===== src/rtl/uart_rx_cfg.sv =====
// uart_rx_cfg: parametrised UART receiver with majority-vote sampling,
// per-word error flags and a one-word holding register (valid/ready).
//
// Optional feature macro: UART_RX_BREAK_EN
//   When defined, a break frame pulses break_det instead of being delivered,
//   and the receiver waits for the line to return high before re-arming.
//
// Ports:
//   clk        system clock
//   rst_n      async active-low reset
//   rx_p       serial line, asynchronous, idle high
//   rx_data    received word, valid while rx_valid=1
//   rx_valid   holding register full
//   rx_ready   consumer accepts word when rx_valid & rx_ready
//   frame_err  word qualifier: any stop bit sampled 0
//   parity_err word qualifier: parity mismatch (0 if PARITY=0)
//   overrun    1-cycle pulse: completed word dropped
//   break_det  1-cycle pulse on break frame (0 unless UART_RX_BREAK_EN)
module uart_rx_cfg #(
  parameter int unsigned CLKS_PER_BIT = 208,
  parameter int unsigned DATA_BITS    = 8,
  parameter int unsigned PARITY       = 0,
  parameter int unsigned STOP_BITS    = 1,
  parameter int unsigned SYNC_STAGES  = 2
) (
  input  logic                 clk,
  input  logic                 rst_n,
  input  logic                 rx_p,
  output logic [DATA_BITS-1:0] rx_data,
  output logic                 rx_valid,
  input  logic                 rx_ready,
  output logic                 frame_err,
  output logic                 parity_err,
  output logic                 overrun,
  output logic                 break_det
);

  localparam int unsigned CNT_W = $clog2(CLKS_PER_BIT);
  localparam int unsigned MID   = CLKS_PER_BIT / 2;
  localparam int unsigned IDX_W = 4;

  typedef enum logic [2:0] {
    S_IDLE,
    S_START,
    S_DATA,
    S_PARITY,
    S_STOP,
    S_BRK_WAIT
  } state_t;

  state_t                 r_state;
  logic [SYNC_STAGES-1:0] r_sync;
  logic [2:0]             r_hist;
  logic [CNT_W-1:0]       r_cnt;
  logic [IDX_W-1:0]       r_idx;
  logic [DATA_BITS-1:0]   r_shift;
  logic                   r_ferr;
  logic                   r_perr;
`ifdef UART_RX_BREAK_EN
  logic                   r_zero;
`endif
  logic [DATA_BITS-1:0]   r_rx_data;
  logic                   r_rx_valid;
  logic                   r_frame_err;
  logic                   r_parity_err;
  logic                   r_overrun;
  logic                   r_break_det;

  logic w_s;
  logic w_vote;
  logic w_tick;
  logic w_mid;
  logic w_par_x;
  logic w_perr;
  logic w_ferr_fin;
  logic w_last_stop;
`ifdef UART_RX_BREAK_EN
  logic w_brk_fin;
`endif

  // Synchronised line and 3-sample majority vote
  assign w_s     = r_sync[SYNC_STAGES-1];
  assign w_vote  = (r_hist[0] & r_hist[1]) | (r_hist[0] & r_hist[2]) | (r_hist[1] & r_hist[2]);

  // Bit timing: mid-start check, then one evaluation per bit period at wrap
  assign w_tick  = (r_cnt == CNT_W'(CLKS_PER_BIT - 1));
  assign w_mid   = (r_cnt == CNT_W'(MID + 1));

  // Parity check: XOR over data plus parity vote is 1 for odd, 0 for even
  assign w_par_x = ^{r_shift, w_vote};
  assign w_perr  = (PARITY == 1) ? ~w_par_x : w_par_x;

  assign w_ferr_fin  = r_ferr | ~w_vote;
  assign w_last_stop = (r_idx == IDX_W'(STOP_BITS - 1));

`ifdef UART_RX_BREAK_EN
  // Break qualifies on the first stop vote; later stop votes do not matter
  assign w_brk_fin = (r_idx == '0) ? (r_zero & ~w_vote) : r_zero;
`endif

  // Receiver FSM, synchroniser and holding register
  always_ff @(posedge clk or negedge rst_n) begin
    if (!rst_n) begin
      r_state      <= S_IDLE;
      r_sync       <= '1;
      r_hist       <= '1;
      r_cnt        <= '0;
      r_idx        <= '0;
      r_shift      <= '0;
      r_ferr       <= 1'b0;
      r_perr       <= 1'b0;
`ifdef UART_RX_BREAK_EN
      r_zero       <= 1'b0;
`endif
      r_rx_data    <= '0;
      r_rx_valid   <= 1'b0;
      r_frame_err  <= 1'b0;
      r_parity_err <= 1'b0;
      r_overrun    <= 1'b0;
      r_break_det  <= 1'b0;
    end else begin
      r_sync      <= {r_sync[SYNC_STAGES-2:0], rx_p};
      r_hist      <= {r_hist[1:0], w_s};
      r_overrun   <= 1'b0;
      r_break_det <= 1'b0;

      // Consumer accept; a same-cycle completion below re-sets valid
      if (r_rx_valid && rx_ready) r_rx_valid <= 1'b0;

      case (r_state)
        S_IDLE: begin
          r_cnt <= '0;
          if (r_hist[0] && !w_s) r_state <= S_START;
        end

        S_START: begin
          if (w_mid) begin
            r_cnt  <= '0;
            r_idx  <= '0;
            r_ferr <= 1'b0;
            r_perr <= 1'b0;
`ifdef UART_RX_BREAK_EN
            r_zero <= 1'b1;
`endif
            r_state <= w_vote ? S_IDLE : S_DATA;
          end else begin
            r_cnt <= r_cnt + CNT_W'(1);
          end
        end

        S_DATA: begin
          r_cnt <= w_tick ? '0 : r_cnt + CNT_W'(1);
          if (w_tick) begin
            r_shift <= {w_vote, r_shift[DATA_BITS-1:1]};
`ifdef UART_RX_BREAK_EN
            r_zero  <= r_zero & ~w_vote;
`endif
            if (r_idx == IDX_W'(DATA_BITS - 1)) begin
              r_idx   <= '0;
              r_state <= (PARITY != 0) ? S_PARITY : S_STOP;
            end else begin
              r_idx <= r_idx + IDX_W'(1);
            end
          end
        end

        S_PARITY: begin
          r_cnt <= w_tick ? '0 : r_cnt + CNT_W'(1);
          if (w_tick) begin
            r_perr  <= w_perr;
`ifdef UART_RX_BREAK_EN
            r_zero  <= r_zero & ~w_vote;
`endif
            r_state <= S_STOP;
          end
        end

        S_STOP: begin
          r_cnt <= w_tick ? '0 : r_cnt + CNT_W'(1);
          if (w_tick) begin
            r_ferr <= w_ferr_fin;
`ifdef UART_RX_BREAK_EN
            if (r_idx == '0) r_zero <= r_zero & ~w_vote;
`endif
            if (w_last_stop) begin
              // Completion: return to IDLE at once so back-to-back frames work
              r_idx   <= '0;
              r_state <= S_IDLE;
`ifdef UART_RX_BREAK_EN
              if (w_brk_fin) begin
                r_break_det <= 1'b1;
                r_state     <= S_BRK_WAIT;
              end else
`endif
              if (!r_rx_valid || rx_ready) begin
                r_rx_data    <= r_shift;
                r_frame_err  <= w_ferr_fin;
                r_parity_err <= r_perr;
                r_rx_valid   <= 1'b1;
              end else begin
                r_overrun <= 1'b1;
              end
            end else begin
              r_idx <= r_idx + IDX_W'(1);
            end
          end
        end

`ifdef UART_RX_BREAK_EN
        S_BRK_WAIT: begin
          r_cnt <= '0;
          if (w_s) r_state <= S_IDLE;
        end
`endif

        default: begin
          r_cnt   <= '0;
          r_state <= S_IDLE;
        end
      endcase
    end
  end

  assign rx_data    = r_rx_data;
  assign rx_valid   = r_rx_valid;
  assign frame_err  = r_frame_err;
  assign parity_err = r_parity_err;
  assign overrun    = r_overrun;
  assign break_det  = r_break_det;

endmodule


===== config.mk =====
export PLATFORM = sky130hd
export DESIGN_NAME = uart_rx_cfg
export DESIGN_NICKNAME = d
export VERILOG_FILES = /design/src/rtl/uart_rx_cfg.sv
export SDC_FILE = /design/constraint.sdc
export NUM_CORES = 1
export LEC_CHECK = 0
export ABC_AREA = 1
export CAP_MARGIN = 40
export CORE_UTILIZATION = 52
export CTS_CLUSTER_SIZE = 30
export DETAILED_ROUTE_END_ITERATION = 8
export PLACE_DENSITY = 0.78
export SLEW_MARGIN = 25
export SYNTH_ARGS = -nofsm -noshare
export SYNTH_HDL_FRONTEND = slang
export SYNTH_SLANG_ARGS = --single-unit

===== constraint.sdc =====
create_clock -name clk -period 1.4 [get_ports clk]
set_input_delay 0.28 -clock clk [delete_from_list [all_inputs] [get_ports clk]]
set_output_delay 0.28 -clock clk [all_outputs]
set_load 0.02 [all_outputs]

==> results of run 1 <==
[cells in the mapped netlist (2+ instances only)]
| cell type | instances | area (µm²) |
|---|---|---|
| nor3b_1 | 3 | 22.5 |
| nand3_1 | 15 | 75.1 |
| inv_1 | 31 | 116 |
| o21ai_2 | 8 | 70.1 |
| nand3b_1 | 2 | 15.0 |
| dfstp_2 | 5 | 131 |
| nand2_1 | 89 | 334 |
| nor2_1 | 22 | 82.6 |
| o21ai_0 | 15 | 75.1 |
| nor2_2 | 2 | 12.5 |
| nand2_4 | 2 | 22.5 |
| ha_1 | 4 | 50.1 |
| inv_2 | 5 | 18.8 |
| dfrtp_1 | 37 | 926 |
| xor2_1 | 5 | 43.8 |
| o21ai_1 | 2 | 10.0 |
| nand2_2 | 4 | 25.0 |
[how the worst min path moves through the flow]
stage          startpoint          to  slack [ps]  depth (start not counted)
2_1_floorplan       rst_n   frame_err         -20                          0
3_3_place_gp        rst_n  r_shift[1]         180                          1
3_5_place_dp        rst_n  r_shift[0]         180                          1
4_1_cts         r_sync[0]   r_sync[1]         360                          0
5_1_grt         r_sync[0]   r_sync[1]         360                          0
6_report        r_sync[0]   r_sync[1]         360                          0
[critical path: stages (launching register included)]
cell	delay, ps
dfrtp_1	390
ha_2	200
nand3_2	90
inv_2	90
nand2_4	70
buf_4	170
inv_8	90
nor2_4	50
nor2_4	230
nor2_1	80
[flip-flops by register name (all words and copies together) (netlist names)]
| name | count |
|---|---|
| parity_err | 1 |
| frame_err | 1 |
| r_cnt | 8 |
| r_sync | 2 |
| rx_valid | 1 |
| r_hist | 3 |
| overrun | 1 |
| r_perr | 1 |
| rx_data | 8 |
| r_state | 3 |
| r_shift | 8 |
| r_ferr | 1 |
| r_idx | 4 |
[stage by stage]
stage,hold WS [ps],cells,worst slack [ps],power [W],setup TNS [ps]
floorplan,-15.6,264,-72.5,0.00192,-376
global placement,182,352,-75.0,0.00224,-856
detailed placement,184,352,-155,0.00228,-2260
CTS,359,371,-109,0.00346,-1010
global route,361,376,-264,0.00382,-6790
finish,358,376,-182,0.00369,-3920
[power breakdown]
| group | total [W] | internal [W] | switching, W | leakage (nW) |
|---|---|---|---|---|
| sequential | 0.00139 | 0.00130 | 0.0000816 | 0.564 |
| combinational | 0.00136 | 0.000541 | 0.000820 | 0.889 |
| clock | 0.000938 | 0.000498 | 0.000440 | 0.0575 |
[per-layer routing]
metal | wire length, µm | part of all wire | global-route usage
met4 | 226 | 0.039 | 0.152
met2 | 2860 | 0.50 | 0.422
met1 | 2370 | 0.41 | 0.311
met5 | 0 | 0 | 0
met3 | 262 | 0.046 | 0.0552
[cell type report]
| cell class | instances | area, µm² | area share |
|---|---|---|---|
| multi-input cells | 187 | 1160 | 0.388 |
| well taps | 48 | 60.1 | 0.0201 |
| clock buffers | 8 | 110 | 0.0368 |
| repair buffers | 55 | 457 | 0.153 |
| inverters | 36 | 145 | 0.0485 |
| flip-flops and latches | 42 | 1060 | 0.354 |
[logic make-up after synthesis]
group	share of synthesized area
adders and majority gates	0.0234
and+or+nand+nor	0.292
buffers and inverters	0.0741
DFF	0.493
xor gates and xnor gates	0.0245
other	0.00175
AOI/OAI and AO/OA	0.0905
[repair_timing]
item                                   4_1_cts  5_1_grt
buffers inserted                             8        5
endpoints found under the hold margin        9        0
resized for setup                           47       29
pin swaps                                    9       16
cloned                                       3        1
hold buffers                                 1        0
setup endpoints to repair                   46       36
==> impl_metrics.csv, run 1 <==
group,metric,value,unit
logic_synthesis,ys_warn_count,0,
sta,slew_headroom,0.652,
route,antenna_left,0,
logic_synthesis,synth_fp_nets,272,
sta,period_share,1.13,
floorplan,die_w,66.2,µm
run_status,violations,"negative setup slack",
sta,fin_ws,-182,ps
critical_path,r2r_cells,9,
logic_synthesis,yosysSeqAreaShare,0.493,
global_route,grtUsageTotal,0.258,
sta,skew,12.0,ps
critical_path,r2r_end,"r_cnt[1]",
cells_and_area,area_delta_synth_final,39.5,%
critical_path,reg2reg_slack,-180,ps
sta,hold_viol,0,
global_route,gr-total-overflow,0,
power,leakagePower,1.51,nW
critical_path,crit_path_start_kind,"flip-flop",
run_status,status,"finished, violations left",
placed_design,place.gp.congestion,0.846,
logic_synthesis,syn_area,2140,µm²
flow_run,cap_violations,0,
sta,fmax,0.632,GHz
critical_path,r2r-start,"r_cnt[1]",
route,drt_iter0_drc,177,
floorplan,core_area,3800,µm²
worst_hold_path,hp-class,"reg -> reg",
route,post_drt_wl_per_cell,15.2,µm
cells_and_area,layout.nets,335,
cells_and_area,drive_gt1_frac,0.366,
power,pwr_density_cell,1230,nW/µm²
clock_network,cts-root-buf,"clkbuf_8",
placed_design,post_dp_cell_area,2550,µm²
route,dr.pass1.iters,5,
clock_network,clkLatencyLatePin,310,ps
cells_and_area,n_antenna_cell,0,
critical_path,cp.arrival,1780,ps
placed_design,hpwl,3090,µm
placed_design,port_buffers,15,
route,drc,0,
logic_synthesis,ys_seq_elements,42,
cells_and_area,fillers,225,
sta,rsz0062_at_grt,"true",
floorplan,die_area,4380,µm²
cells_and_area,final_core_util,0.787,
sta,fin_crit,1580,ps
logic_synthesis,synth_edf_count,0,
critical_path,crit_type,"reg -> reg",
route,wl,5730,µm
critical_path,required,1600,ps
global_route,antenna_found_initial,0,
floorplan,ios,17,
clock_network,cts_made_buffers,5,
power,max-vdd-ir-drop,0.000731,V
floorplan,fp.dieH,66.2,µm
logic_synthesis,netlist_instances,264,
cells_and_area,final_area,2990,µm²
critical_path,worst-path-max-fanout,7,
sta,finalSetupViolCount,36,
logic_synthesis,synth-async-reset-ratio,1.00,
critical_path,critPathCaptureType,"flip-flop",
floorplan,rows,22,
floorplan,start_util,0.564,
route,vias,2007,
critical_path,crit_start,"r_cnt[1]",
sta,worst_pin_slew,521,ps
critical_path,crit_path_end,"r_cnt[1]",
sta,final-max-slew-violation-count,0,
cells_and_area,final_common_cell,"nand2_1",
cells_and_area,most-common-layout-cells,"72 x nand2_1, 37 x dfrtp_1, 35 x buf_4",
global_route,grt_max_degree,24,
clock_network,clk_pin_slew_worst_paths,80,ps
logic_synthesis,synth-main-ff-cell,"dfrtp_1",
clock_network,cts_sinks,42,
route,viasPerCell,5.34,
clock_network,cts_tree,"done",
global_route,grt_pass1_wl,8200,µm
clock_network,htreeDepth,2,
global_route,grt_pass1_vias,1821,
logic_synthesis,ys_types,30,
logic_synthesis,synth.avg_cell_area,8.12,µm²
clock_network,clk_path_buf_depth,2,
No activity file was read; power rests on OpenSTA's default activity.
==> run 2, diff against run 1 <==
RECOVER_POWER = 50   (was default)
==> impl_metrics.csv, run 2 (synthesis results as in run 1) <==
group,metric,value,unit
route,vias,2000,
cells_and_area,most-common-layout-cells,"72 x nand2_1, 37 x dfrtp_1, 35 x buf_4",
power,max-vdd-ir-drop,0.000731,V
route,wl,5720,µm
sta,period_share,1.13,
critical_path,worst-path-max-fanout,7,
sta,worst_pin_slew,632,ps
power,swShare,0.365,
floorplan,core_area,3800,µm²
worst_hold_path,holdPathStages,0,
route,dr.pass1.iters,4,
cells_and_area,drive_gt1_frac,0.354,
cells_and_area,final_common_cell,"nand2_1",
clock_network,cts_made_buffers,5,
sta,final-max-slew-violation-count,0,
sta,slew_headroom,0.579,
sta,finalSetupViolCount,36,
placed_design,hpwl,3090,µm
run_status,violations,"negative setup slack",
clock_network,clk_pin_slew_worst_paths,80,ps
power,p_clk_frac,0.255,
sta,fin_crit,1580,ps
sta,fin_ws,-182,ps
critical_path,crit_path_start_kind,"flip-flop",
global_route,grt_pass1_wl,8200,µm
placed_design,port_buffers,15,
route,drt_iter0_drc,179,
clock_network,cts_sinks,42,
clock_network,htreeDepth,2,
cells_and_area,n_antenna_cell,0,
global_route,grt_pass1_vias,1821,
route,drc,0,
clock_network,cts-root-buf,"clkbuf_8",
cells_and_area,layout.nets,335,
global_route,gr-total-overflow,0,
route,viasPerCell,5.32,
clock_network,clk_path_buf_depth,2,
power,leakagePower,1.50,nW
placed_design,dpl.cell_count,352,
sta,hold_viol,0,
cells_and_area,fin_cells,376,
sta,fin_setup_tns,-3920,ps
route,post_drt_wl_per_cell,15.2,µm
clock_network,clkLatencyLatePin,310,ps
sta,fmax,0.632,GHz
global_route,grtUsageTotal,0.258,
global_route,antenna_found_initial,0,
sta,rsz0062_at_grt,"true",
power,switchingPower,0.00134,W
critical_path,critPathCaptureType,"flip-flop",
clock_network,cts_tree,"done",
sta,skew,12.1,ps
floorplan,die_area,4380,µm²
floorplan,fp.dieH,66.2,µm
run_status,status,"finished, violations left",
cells_and_area,fillers,228,
route,antenna_left,0,
critical_path,required,1600,ps
power,comb_power_share,0.368,
critical_path,r2r_cells,9,
power,pwr_density_cell,1240,nW/µm²
global_route,grt_max_degree,24,
floorplan,start_util,0.564,
floorplan,die_w,66.2,µm
cells_and_area,area_delta_synth_final,38.9,%
power,power_frac_seq,0.376,
placed_design,place.gp.congestion,0.846,
critical_path,crit_type,"reg -> reg",
critical_path,cp.arrival,1780,ps
worst_hold_path,hp-class,"reg -> reg",
floorplan,ios,17,
flow_run,cap_violations,0,
power,p_int,0.00234,W
floorplan,rows,22,
run 2: path summary, 6_finish.rpt:
kind	startpoint	to	slack (ps)
setup / recovery	r_cnt[1]	r_cnt[1]	-180
hold / removal	r_sync[0]	r_sync[1]	360
setup reg to reg	r_cnt[1]	r_cnt[1]	-180
hold reg to reg	r_sync[0]	r_sync[1]	360
max in group asynchronous	rst_n	rx_data[4]	80
min in group asynchronous	rst_n	r_shift[0]	510
run 2: per-layer routing:
metal | track usage | up-vias | share of wire
li1 | - | 947 | -
met1 | 0.311 | 957 | 0.41
met2 | 0.422 | 72 | 0.50
met3 | 0.0552 | 24 | 0.046
met4 | 0.152 | 0 | 0.039
met5 | 0 | - | 0
run 2: critical path, cell delays in order, from the launching register on:
cell and delay, ps:
dfrtp_1 390, ha_2 200, nand3_2 90, inv_2 90, nand2_4 70, buf_4 170
inv_8 90, nor2_4 50, nor2_4 230, nor2_1 80
run 2: power groups by stage:
stage | clock [W] | combinational, W | sequential, W
finish | 0.000938 | 0.00135 | 0.00138
global route | 0.000988 | 0.00144 | 0.00139
CTS | 0.000925 | 0.00116 | 0.00137
detailed placement | 0 | 0.000883 | 0.00140
global placement | 0 | 0.000850 | 0.00139
floorplan | 0 | 0.000538 | 0.00139
run 2: layout make-up:
class,count,area (µm²),share of cell area
flip-flops and latches,42,1060,0.355
repair buffers,55,443,0.149
well taps,48,60.1,0.0202
inverters,36,145,0.0488
clock buffers,8,110,0.0370
multi-input cells,187,1160,0.390
run 2: through the flow:
step / instance area [µm²] / util / setup WS, ps / total power [W] / hold WS (ps)
after floorplan: 2150 / - / -72.5 / 0.00192 / -15.6
after global placement: 2550 / 0.671 / -75.0 / 0.00224 / 182
after detailed placement: 2550 / 0.671 / -155 / 0.00228 / 184
after CTS: 2870 / 0.755 / -109 / 0.00346 / 359
after global routing: 2980 / 0.784 / -264 / 0.00381 / 366
final: 2980 / 0.784 / -182 / 0.00368 / 364
run 2: repair_timing:
action                                 CTS  global route
endpoints found under the hold margin    9             0
pin swaps                                9            16
gates cloned                             3             1
setup endpoints to repair               46            36
buffers inserted                         8             5
hold buffers                             1             0
resized for setup                       47            29
